==> config.mk <==
export PLATFORM = sky130hd
export DESIGN_NAME = reg_write_arbiter
export DESIGN_NICKNAME = d
export VERILOG_FILES = /design/src/rtl/reg_write_arbiter_pkg.sv /design/src/rtl/wr_fifo.sv /design/src/rtl/reg_write_arbiter.sv
export SDC_FILE = /design/constraint.sdc
export NUM_CORES = 1
export LEC_CHECK = 0
export BUFFER_PORTS_ARGS = -buffer_cell sky130_fd_sc_hd__buf_2
export CORE_MARGIN = 5
export CORE_UTILIZATION = 52
export CTS_CLUSTER_DIAMETER = 150
export DETAILED_ROUTE_END_ITERATION = 12
export GPL_TIMING_DRIVEN = 0
export PLACE_DENSITY_LB_ADDON = 0.25
export SYNTH_ARGS = -nofsm -noshare
export SYNTH_HDL_FRONTEND = slang
export SYNTH_HIERARCHICAL = 1
export SYNTH_SLANG_ARGS = --single-unit
==> constraint.sdc <==
create_clock -name Clk -period 2.2 [get_ports Clk]
set_input_delay 0.11 -clock Clk [delete_from_list [all_inputs] [get_ports Clk]]
set_output_delay 0.11 -clock Clk [all_outputs]
set_load 0.005 [all_outputs]
==> src/rtl/reg_write_arbiter_pkg.sv <==
// Shared widths, constants and the write-request record used by the
// register write arbiter and its result queue.
package reg_write_arbiter_pkg;

   localparam int REG_W  = 5;
   localparam int DATA_W = 32;
   localparam logic [REG_W-1:0] ZERO_REG = '0;

   typedef struct packed {
      logic [REG_W-1:0]  wn;
      logic [DATA_W-1:0] wd;
   } wr_req_t;

   function automatic logic is_real_reg(input logic [REG_W-1:0] wn);
      return wn != ZERO_REG;
   endfunction

endpackage

==> src/rtl/wr_fifo.sv <==
// Circular queue of pending long-latency register writes, exposing every
// entry's register number so the arbiter can flag pending reads.
module wr_fifo
   import reg_write_arbiter_pkg::*;
#(
   parameter int DEPTH = 4
) (
   input  logic                              clk,
   input  logic                              reset,
   input  logic                              push,
   input  logic                              pop,
   input  wr_req_t                           push_data,
   output wr_req_t                           head,
   output logic [$clog2(DEPTH+1)-1:0]        count,
   output logic                              full,
   output logic                              empty,
   output logic [DEPTH-1:0]                  valid,
   output logic [DEPTH-1:0][REG_W-1:0]       entry_wn
);

   localparam int PW = $clog2(DEPTH);
   localparam int CW = $clog2(DEPTH+1);

   logic [PW-1:0] wr_ptr_q, wr_ptr_d;
   logic [PW-1:0] rd_ptr_q, rd_ptr_d;
   logic [CW-1:0] count_q, count_d;
   wr_req_t [DEPTH-1:0] mem_q, mem_d;

   always_comb begin
      mem_d    = mem_q;
      wr_ptr_d = wr_ptr_q;
      rd_ptr_d = rd_ptr_q;
      count_d  = count_q;
      if (push) begin
         mem_d[wr_ptr_q] = push_data;
         wr_ptr_d        = wr_ptr_q + 1'b1;
      end
      if (pop) begin
         rd_ptr_d = rd_ptr_q + 1'b1;
      end
      case ({push, pop})
         2'b10:   count_d = count_q + 1'b1;
         2'b01:   count_d = count_q - 1'b1;
         default: count_d = count_q;
      endcase
   end

   always_ff @(posedge clk) begin
      if (reset) begin
         wr_ptr_q <= '0;
         rd_ptr_q <= '0;
         count_q  <= '0;
      end else begin
         wr_ptr_q <= wr_ptr_d;
         rd_ptr_q <= rd_ptr_d;
         count_q  <= count_d;
      end
   end

   // Storage needs no reset: validity comes only from pointers and count.
   always_ff @(posedge clk) begin
      mem_q <= mem_d;
   end

   always_comb begin
      valid = '0;
      for (int i = 0; i < DEPTH; i++) begin
         valid[i]    = CW'(PW'(i) - rd_ptr_q) < count_q;
         entry_wn[i] = mem_q[i].wn;
      end
   end

   assign head  = mem_q[rd_ptr_q];
   assign count = count_q;
   assign full  = count_q == CW'(DEPTH);
   assign empty = count_q == '0;

endmodule

==> src/rtl/reg_write_arbiter.sv <==
// Merges pipeline writeback and queued long-latency results onto the single
// register file write port, with starvation-driven pipeline stall requests.
module reg_write_arbiter
   import reg_write_arbiter_pkg::*;
#(
   parameter int DEPTH      = 4,
   parameter int STARVE_MAX = 8
) (
   input  logic              Clk,
   input  logic              Reset,
   input  logic              WB_RegWrite,
   input  logic [REG_W-1:0]  WB_WN,
   input  logic [DATA_W-1:0] WB_WD,
   input  logic              LU_Valid,
   output logic              LU_Ready,
   input  logic [REG_W-1:0]  LU_WN,
   input  logic [DATA_W-1:0] LU_WD,
   input  logic [REG_W-1:0]  RN1,
   input  logic [REG_W-1:0]  RN2,
   output logic              RegWrite,
   output logic [REG_W-1:0]  WN,
   output logic [DATA_W-1:0] WD,
   output logic              Pend1,
   output logic              Pend2,
   output logic              Stall_Req
);

   localparam int CW = $clog2(DEPTH+1);
   localparam int SW = $clog2(STARVE_MAX+1);

   logic              wb_eff, lu_push, grant_head, drained;
   logic              fifo_full, fifo_empty;
   logic [CW-1:0]     fifo_count;
   wr_req_t           fifo_head;
   logic [DEPTH-1:0]  fifo_valid;
   logic [DEPTH-1:0][REG_W-1:0] fifo_wn;

   logic              reg_write_q, reg_write_d;
   logic [REG_W-1:0]  wn_q, wn_d;
   logic [DATA_W-1:0] wd_q, wd_d;
   logic [SW-1:0]     starve_q, starve_d;
   logic              stall_q, stall_d;

   wr_fifo #(.DEPTH(DEPTH)) u_fifo (
      .clk       (Clk),
      .reset     (Reset),
      .push      (lu_push),
      .pop       (grant_head),
      .push_data ('{wn: LU_WN, wd: LU_WD}),
      .head      (fifo_head),
      .count     (fifo_count),
      .full      (fifo_full),
      .empty     (fifo_empty),
      .valid     (fifo_valid),
      .entry_wn  (fifo_wn)
   );

   // While stalling, the head always wins; a WB write arriving then is dropped.
   always_comb begin
      wb_eff      = WB_RegWrite && is_real_reg(WB_WN);
      lu_push     = LU_Valid && LU_Ready && is_real_reg(LU_WN);
      grant_head  = !fifo_empty && (stall_q || !wb_eff);
      reg_write_d = grant_head || wb_eff;
      wn_d        = wn_q;
      wd_d        = wd_q;
      if (grant_head) begin
         wn_d = fifo_head.wn;
         wd_d = fifo_head.wd;
      end else if (wb_eff) begin
         wn_d = WB_WN;
         wd_d = WB_WD;
      end

      starve_d = starve_q;
      if (fifo_empty || grant_head) begin
         starve_d = '0;
      end else if (starve_q != SW'(STARVE_MAX)) begin
         starve_d = starve_q + 1'b1;
      end

      drained = (fifo_empty && !lu_push) ||
                (fifo_count == CW'(1) && grant_head && !lu_push);
      stall_d = drained ? 1'b0 : (stall_q || starve_q == SW'(STARVE_MAX));
   end

   always_ff @(posedge Clk) begin
      if (Reset) begin
         reg_write_q <= 1'b0;
         wn_q        <= '0;
         wd_q        <= '0;
         starve_q    <= '0;
         stall_q     <= 1'b0;
      end else begin
         reg_write_q <= reg_write_d;
         wn_q        <= wn_d;
         wd_q        <= wd_d;
         starve_q    <= starve_d;
         stall_q     <= stall_d;
      end
   end

   always_comb begin
      Pend1 = reg_write_q && wn_q == RN1;
      Pend2 = reg_write_q && wn_q == RN2;
      for (int i = 0; i < DEPTH; i++) begin
         if (fifo_valid[i] && fifo_wn[i] == RN1) Pend1 = 1'b1;
         if (fifo_valid[i] && fifo_wn[i] == RN2) Pend2 = 1'b1;
      end
      Pend1 = Pend1 && is_real_reg(RN1);
      Pend2 = Pend2 && is_real_reg(RN2);
   end

   assign LU_Ready  = !fifo_full;
   assign RegWrite  = reg_write_q;
   assign WN        = wn_q;
   assign WD        = wd_q;
   assign Stall_Req = stall_q;

endmodule

# == After elaboration in Yosys (flattened, before gate mapping) ==
# Cells that the tools add are included.
# word_totals
ff_bits,198
wordCells,104
# op_classes
add_sub_neg,9
order_cmp,7
n_eq_ne,16
n_mux,18
n_reduce_logical,38
# ops
cell,n
$bwmux 148,1
$bmux 37 s2,1
$demux 37 s2,1
$mux 37,2
$mux 32,2
$eq 5x5->1,10
$logic_and 1x1->1,20
$reduce_bool 5->1,4
$lt 3x3->1,4
$mux 5,2
$mux 1,8
$lt 2x3->1 const B,2
$pmux 3 s2,1
$sub 1x2->3 const A,2
$sub 2x2->3 const A,2
$logic_or 1x1->1,5
$add 2x1->2 const B,2
$add 4x1->4 const B,1
$eq 4x4->1 const B,1
$logic_not 1->1,4
$ne 4x4->1 const B,1
$reduce_bool 2->1,2
$reduce_or 2->1,2
$add 3x1->3 const B,1
7 further kinds,7

# == Longest topological paths before layout ==
# logic_depth
depth_word,9
ltp_mapped,11
ltp_nobuf,11

# == Cells and area by module ==
# Netlist, hierarchy kept.
# modules_own_cells
module,n_inst,cells_each,area_per_inst_um2
wr_fifo,1,280,6107.1
reg_write_arbiter,1,248,2643.8

# == Worst setup path before layout ==
# OpenSTA, ideal clock, no wires.
# synth_timing
kind,in2reg
start,input WB_WN[3]
end,"register u_fifo.count_q[2], in the netlist u_fifo/count[2]"
setup_ps,70
arrival_time_ps,2327
required_ps,2130
slack_ps,-196
cell_stages,10
path_buffers,1
path_cell_list,or4_4 o21ai_4 o21a_2 buf_4 ha_1 inv_1 fa_1 xor2_1 or3_1 a21oi_1
# synth_via
elab_chain_len,7
elab_cells_between_ends,9
cone_classes,eq/ne: 2; mux: 1; reduce/logical: 6
# synth_lines
item,line_no,text
start: declaration,reg_write_arbiter.sv:12,"input logic [REG_W-1:0] WB_WN,"
$reduce_bool 5->1 (*),reg_write_arbiter_pkg.sv:15,return wn != ZERO_REG;
$logic_and 1x1->1 (*),reg_write_arbiter.sv:60,wb_eff = WB_RegWrite && is_real_reg(WB_WN);
$logic_not 1->1 (*),reg_write_arbiter.sv:62,grant_head = !fifo_empty && (stall_q || !wb_eff);
$logic_or 1x1->1 (*),reg_write_arbiter.sv:62,
$logic_and 1x1->1 (*),reg_write_arbiter.sv:62,
named net grant_head,reg_write_arbiter.sv:31,"logic wb_eff, lu_push, grant_head, drained;"
$eq 2x1->1 / $eq 2x2->1 (equally long branches),wr_fifo.sv:41,"case ({push, pop})"
$pmux 3 s2 / $reduce_bool 2->1 (equally long branches),--,
end signal: assignment,wr_fifo.sv:56,count_q <= count_d;
end: declaration,wr_fifo.sv:26,"logic [CW-1:0] count_q, count_d;"
# Mark *: on every way through the listed nets, which the timed path passes. The rest lies on a longest branch.
# A chain may end at the register's enable or synchronous reset.

# == Worst setup path in the final report ==
# layout_timing
start,register u_fifo.rd_ptr_q[0]
end,output Pend2
# layout_via
elab_cells_between_ends,17
cone_classes,add/sub: 4; order compare: 4; mux: 4; reduce/logical: 5
# layout_rtl
item,line_no,text
start: declaration,wr_fifo.sv:25,"logic [PW-1:0] rd_ptr_q, rd_ptr_d;"
start signal: assignment,wr_fifo.sv:55,rd_ptr_q <= rd_ptr_d;
$sub 2x2->3,wr_fifo.sv:68,valid[i] = CW'(PW'(i) - rd_ptr_q) < count_q;
$lt 3x3->1,wr_fifo.sv:68,
named net fifo_valid[2],reg_write_arbiter.sv:35,logic [DEPTH-1:0] fifo_valid;
$logic_and 1x1->1,reg_write_arbiter.sv:107,if (fifo_valid[i] && fifo_wn[i] == RN2) Pend2 = 1'b1;
$mux 1 (2 in a row),reg_write_arbiter.sv:107,
$logic_and 1x1->1,reg_write_arbiter.sv:110,Pend2 = Pend2 && is_real_reg(RN2);
end: declaration,reg_write_arbiter.sv:24,"output logic Pend2,"
# The timed path passes the listed nets, and every way through them passes these cells.

==> impl_metrics.tcl <==
set metrics [dict create \
    outcome "complete, but fails checks" \
    violations "setup timing" \
    p_total_mw 12.3 \
    syn_inst 528 \
    fin_skew_ns 0.00918 \
    synth_ff_type "edfxtp_1" \
    port_buffers 119 \
    synth_most_common_cell "edfxtp_1" \
    start_util_pct 53.0 \
    yosysWarnings 6 \
    hp-class "input pin to register" \
    setup_viol 2 \
    max_freq_mhz 413 \
    cts_buffers 17 \
    grt-ovfl-total 0 \
    top_layer "met4" \
    fillers 1114 \
    vias_per_cell 5.40 \
    nets 854 \
    drv_cap 0 \
    rsz0062_at_grt "yes" \
    critPathLaunchType "register" \
    dp_cells 867 \
    multi_input_area_um2 2950 \
    ir_drop_mv 0.829 \
    area_growth_pct 28.0 \
    hold_ws_ns 0.0251 \
    synth_top_area_share_pct 50.8 \
    yosysUniqueCellTypes 41 \
    ys_ff_latch 198 \
    synth_top_family_by_area "multiplexers" \
    seq_area_frac_synth_pct 62.2 \
    grt_pass1_wl_um 31300 \
    synthSimpleGateAreaFrac_pct 3.56 \
    setup.worst_path.end_class "primary output" \
    worstPathMaxFanout 3 \
    setup_ws_ns -0.222 \
    wl_per_cell_um 20.3 \
    gp_congestion 0.847 \
    antennaDiodeCount 0 \
    dieWidth_um 140 \
    slew_headroom_pct 25.0 \
    cp.required_ns 2.09 \
    die_y_um 140 \
    clockBufferDepth 2 \
    synth_top_area_cell "edfxtp_1" \
    async_flop_share_pct 0 \
    hold_violations 0 \
    grt_max_degree 38 \
    vias 5306 \
    core_area_um2 16500 \
    syn_area_um2 8750 \
    whs_path_depth 3 \
    ff_latch_area_um2 5460 \
    drt_pre_antenna_iters 5 \
    leakage_nw 4.16 \
    path_class "register to primary output" \
    htree_levels 4 \
    yosys.area_share.xor_xnor_pct 5.70 \
    ios 130 \
    detail-route-antenna-nets 0 \
    root_buffer "clkbuf_16" \
    synth-compound-area-share_pct 6.62 \
    ys_top_cells_by_count "148 x edfxtp_1, 50 x dfxtp_1, 43 x xor2_1" \
    final_cells 982 \
    m1WireLength_um 8180 \
    clk_latency_ns 0.43 \
    drv_slew 0 \
    drive_gt1_share_pct 37.5 \
    wl_um 20000 \
    grt_pass1_vias 5725 \
    r2r_cells 10 \
    dp_hpwl_um 12600 \
    synth_mux_area_share_pct 14.1 \
    die_area_um2 19500 \
    crit_arrival_ns 2.31 \
    synth_fp_nets 633 \
    met2_length_um 10300 \
    fin_tns_setup_ns -0.408 \
    finalCriticalPeriod_ns 2.42 \
    drtIter0Drc 298 \
    cts_tree "yes" \
    wl_met3_um 1050 \
    synth.area.top_cells "edfxtp_1 51%, dfxtp_1 11%, mux4_2 9.5%" \
    synth_fa_ha_area_share_pct 2.52 \
    grtUsageTotal_pct 20.8 \
    reg2reg_slack_ns 0.02 \
    synth_edf_count 148 \
    antenna_found_initial 0 \
    syn_avg_cell_area_um2 16.6 \
    post-place-ws_ns -0.527 \
    clk_pin_slew_ns 0.06 \
    tightestPinTransition_ns 1.12 \
    powerDensity_nw_per_um2 1100 \
    fin_crit_sh_pct 110 \
    clock_sinks 198 \
    rows 47 \
    post-route-drc-count 0 \
]
==> cells in the final DEF (no fill, tap or decap), drive strengths merged, types with 3 or more instances in the layout <==
| cell | n |
|---|---|
| buf | 171 |
| edfxtp | 148 |
| dlygate4sd3 | 71 |
| dfxtp | 50 |
| xor2 | 43 |
| mux2i | 40 |
| mux4 | 37 |
| o2bb2ai | 37 |
| clkbuf | 32 |
| inv | 18 |
| ha | 16 |
| xnor2 | 14 |
| nor2 | 14 |
| nand3 | 13 |
| nor4 | 10 |
| a21oi | 6 |
| and2 | 4 |
| or4 | 4 |
| nor3 | 4 |
| clkinv | 4 |
| nand2 | 3 |
| bufinv | 3 |
| o21ai | 3 |
==> registers in the layout, summed over array words and instances (netlist names) <==
signal	flops
u_fifo/entry_wn	20
WD	32
u_fifo/mem_q	128
u_fifo/count	3
starve_q	4
Stall_Req	1
WN	5
RegWrite	1
u_fifo/wr_ptr_q	2
u_fifo/rd_ptr_q	2
==> kinds of logic after synthesis <==
| kind of cell | Yosys count |
|---|---|
| flops | 198 |
| mux | 77 |
| buf+inv | 67 |
| xor+xnor | 57 |
| simple gates | 57 |
| compound gates | 55 |
| fa+ha+maj | 17 |
==> per-layer routing <==
metal	track usage [%]	up-vias
li1	-	2450
met1	26.6	2680
met2	35.4	149
met3	4.43	27
met4	7.04	0
met5	0	-
==> worst max-delay path, cell delays in order, from the launching register on <==
cell	delay [ns]
dfxtp_2	0.34
buf_6	0.10
buf_12	0.09
inv_4	0.03
ha_4	0.28
inv_4	0.04
ha_4	0.20
a21o_1	0.16
a21oi_2	0.17
nand3_1	0.11
nand3_2	0.09
o22a_1	0.17
buf_2	0.12
==> final timing paths <==
| path | start | endpoint |
|---|---|---|
| min | WB_WN[4] | WN[4]$_SDFFE_PP0P_ |
| max reg2reg | u_fifo/count[0]$_SDFFE_PP0P_ | u_fifo/count[2]$_SDFFE_PP0P_ |
| min reg2reg | WD[9]$_SDFFE_PP0P_ | WD[9]$_SDFFE_PP0P_ |
| max | u_fifo/rd_ptr_q[0]$_SDFFE_PP0P_ | Pend2 |
==> metrics by stage <==
stage | area (µm²) | utilization [%]
2_1_floorplan | 8780 | -
3_3_place_gp | 9650 | 58.4
3_5_place_dp | 9650 | 58.4
4_1_cts | 11100 | 67.4
5_1_grt | 11200 | 67.8
6_report | 11200 | 67.8
==> cell type report <==
class	count	area share (%)
sequential	198	48.7
tap	220	2.46
buffer	50	3.84
clock inverter	10	1.28
clock buffer	22	4.14
multi-input combinational	263	26.3
timing repair buffer	203	12.6
inverter	16	0.603
==> what timing repair did <==
action / 4_1_cts / 5_1_grt
hold buffers: 72 / 0
gates resized for setup: 29 / 8
pin swaps: 12 / 16
endpoints found under the setup margin: 152 / 150
endpoints found under the hold margin: 183 / 0
buffers inserted: 6 / 8
==> where the power goes <==
part	internal (mW)	total, mW	switching, mW
Clock	1.86	3.17	1.31
Combinational	2.12	4.16	2.04
Sequential	4.63	4.95	0.320
No activity file was read; power rests on OpenSTA's default activity.
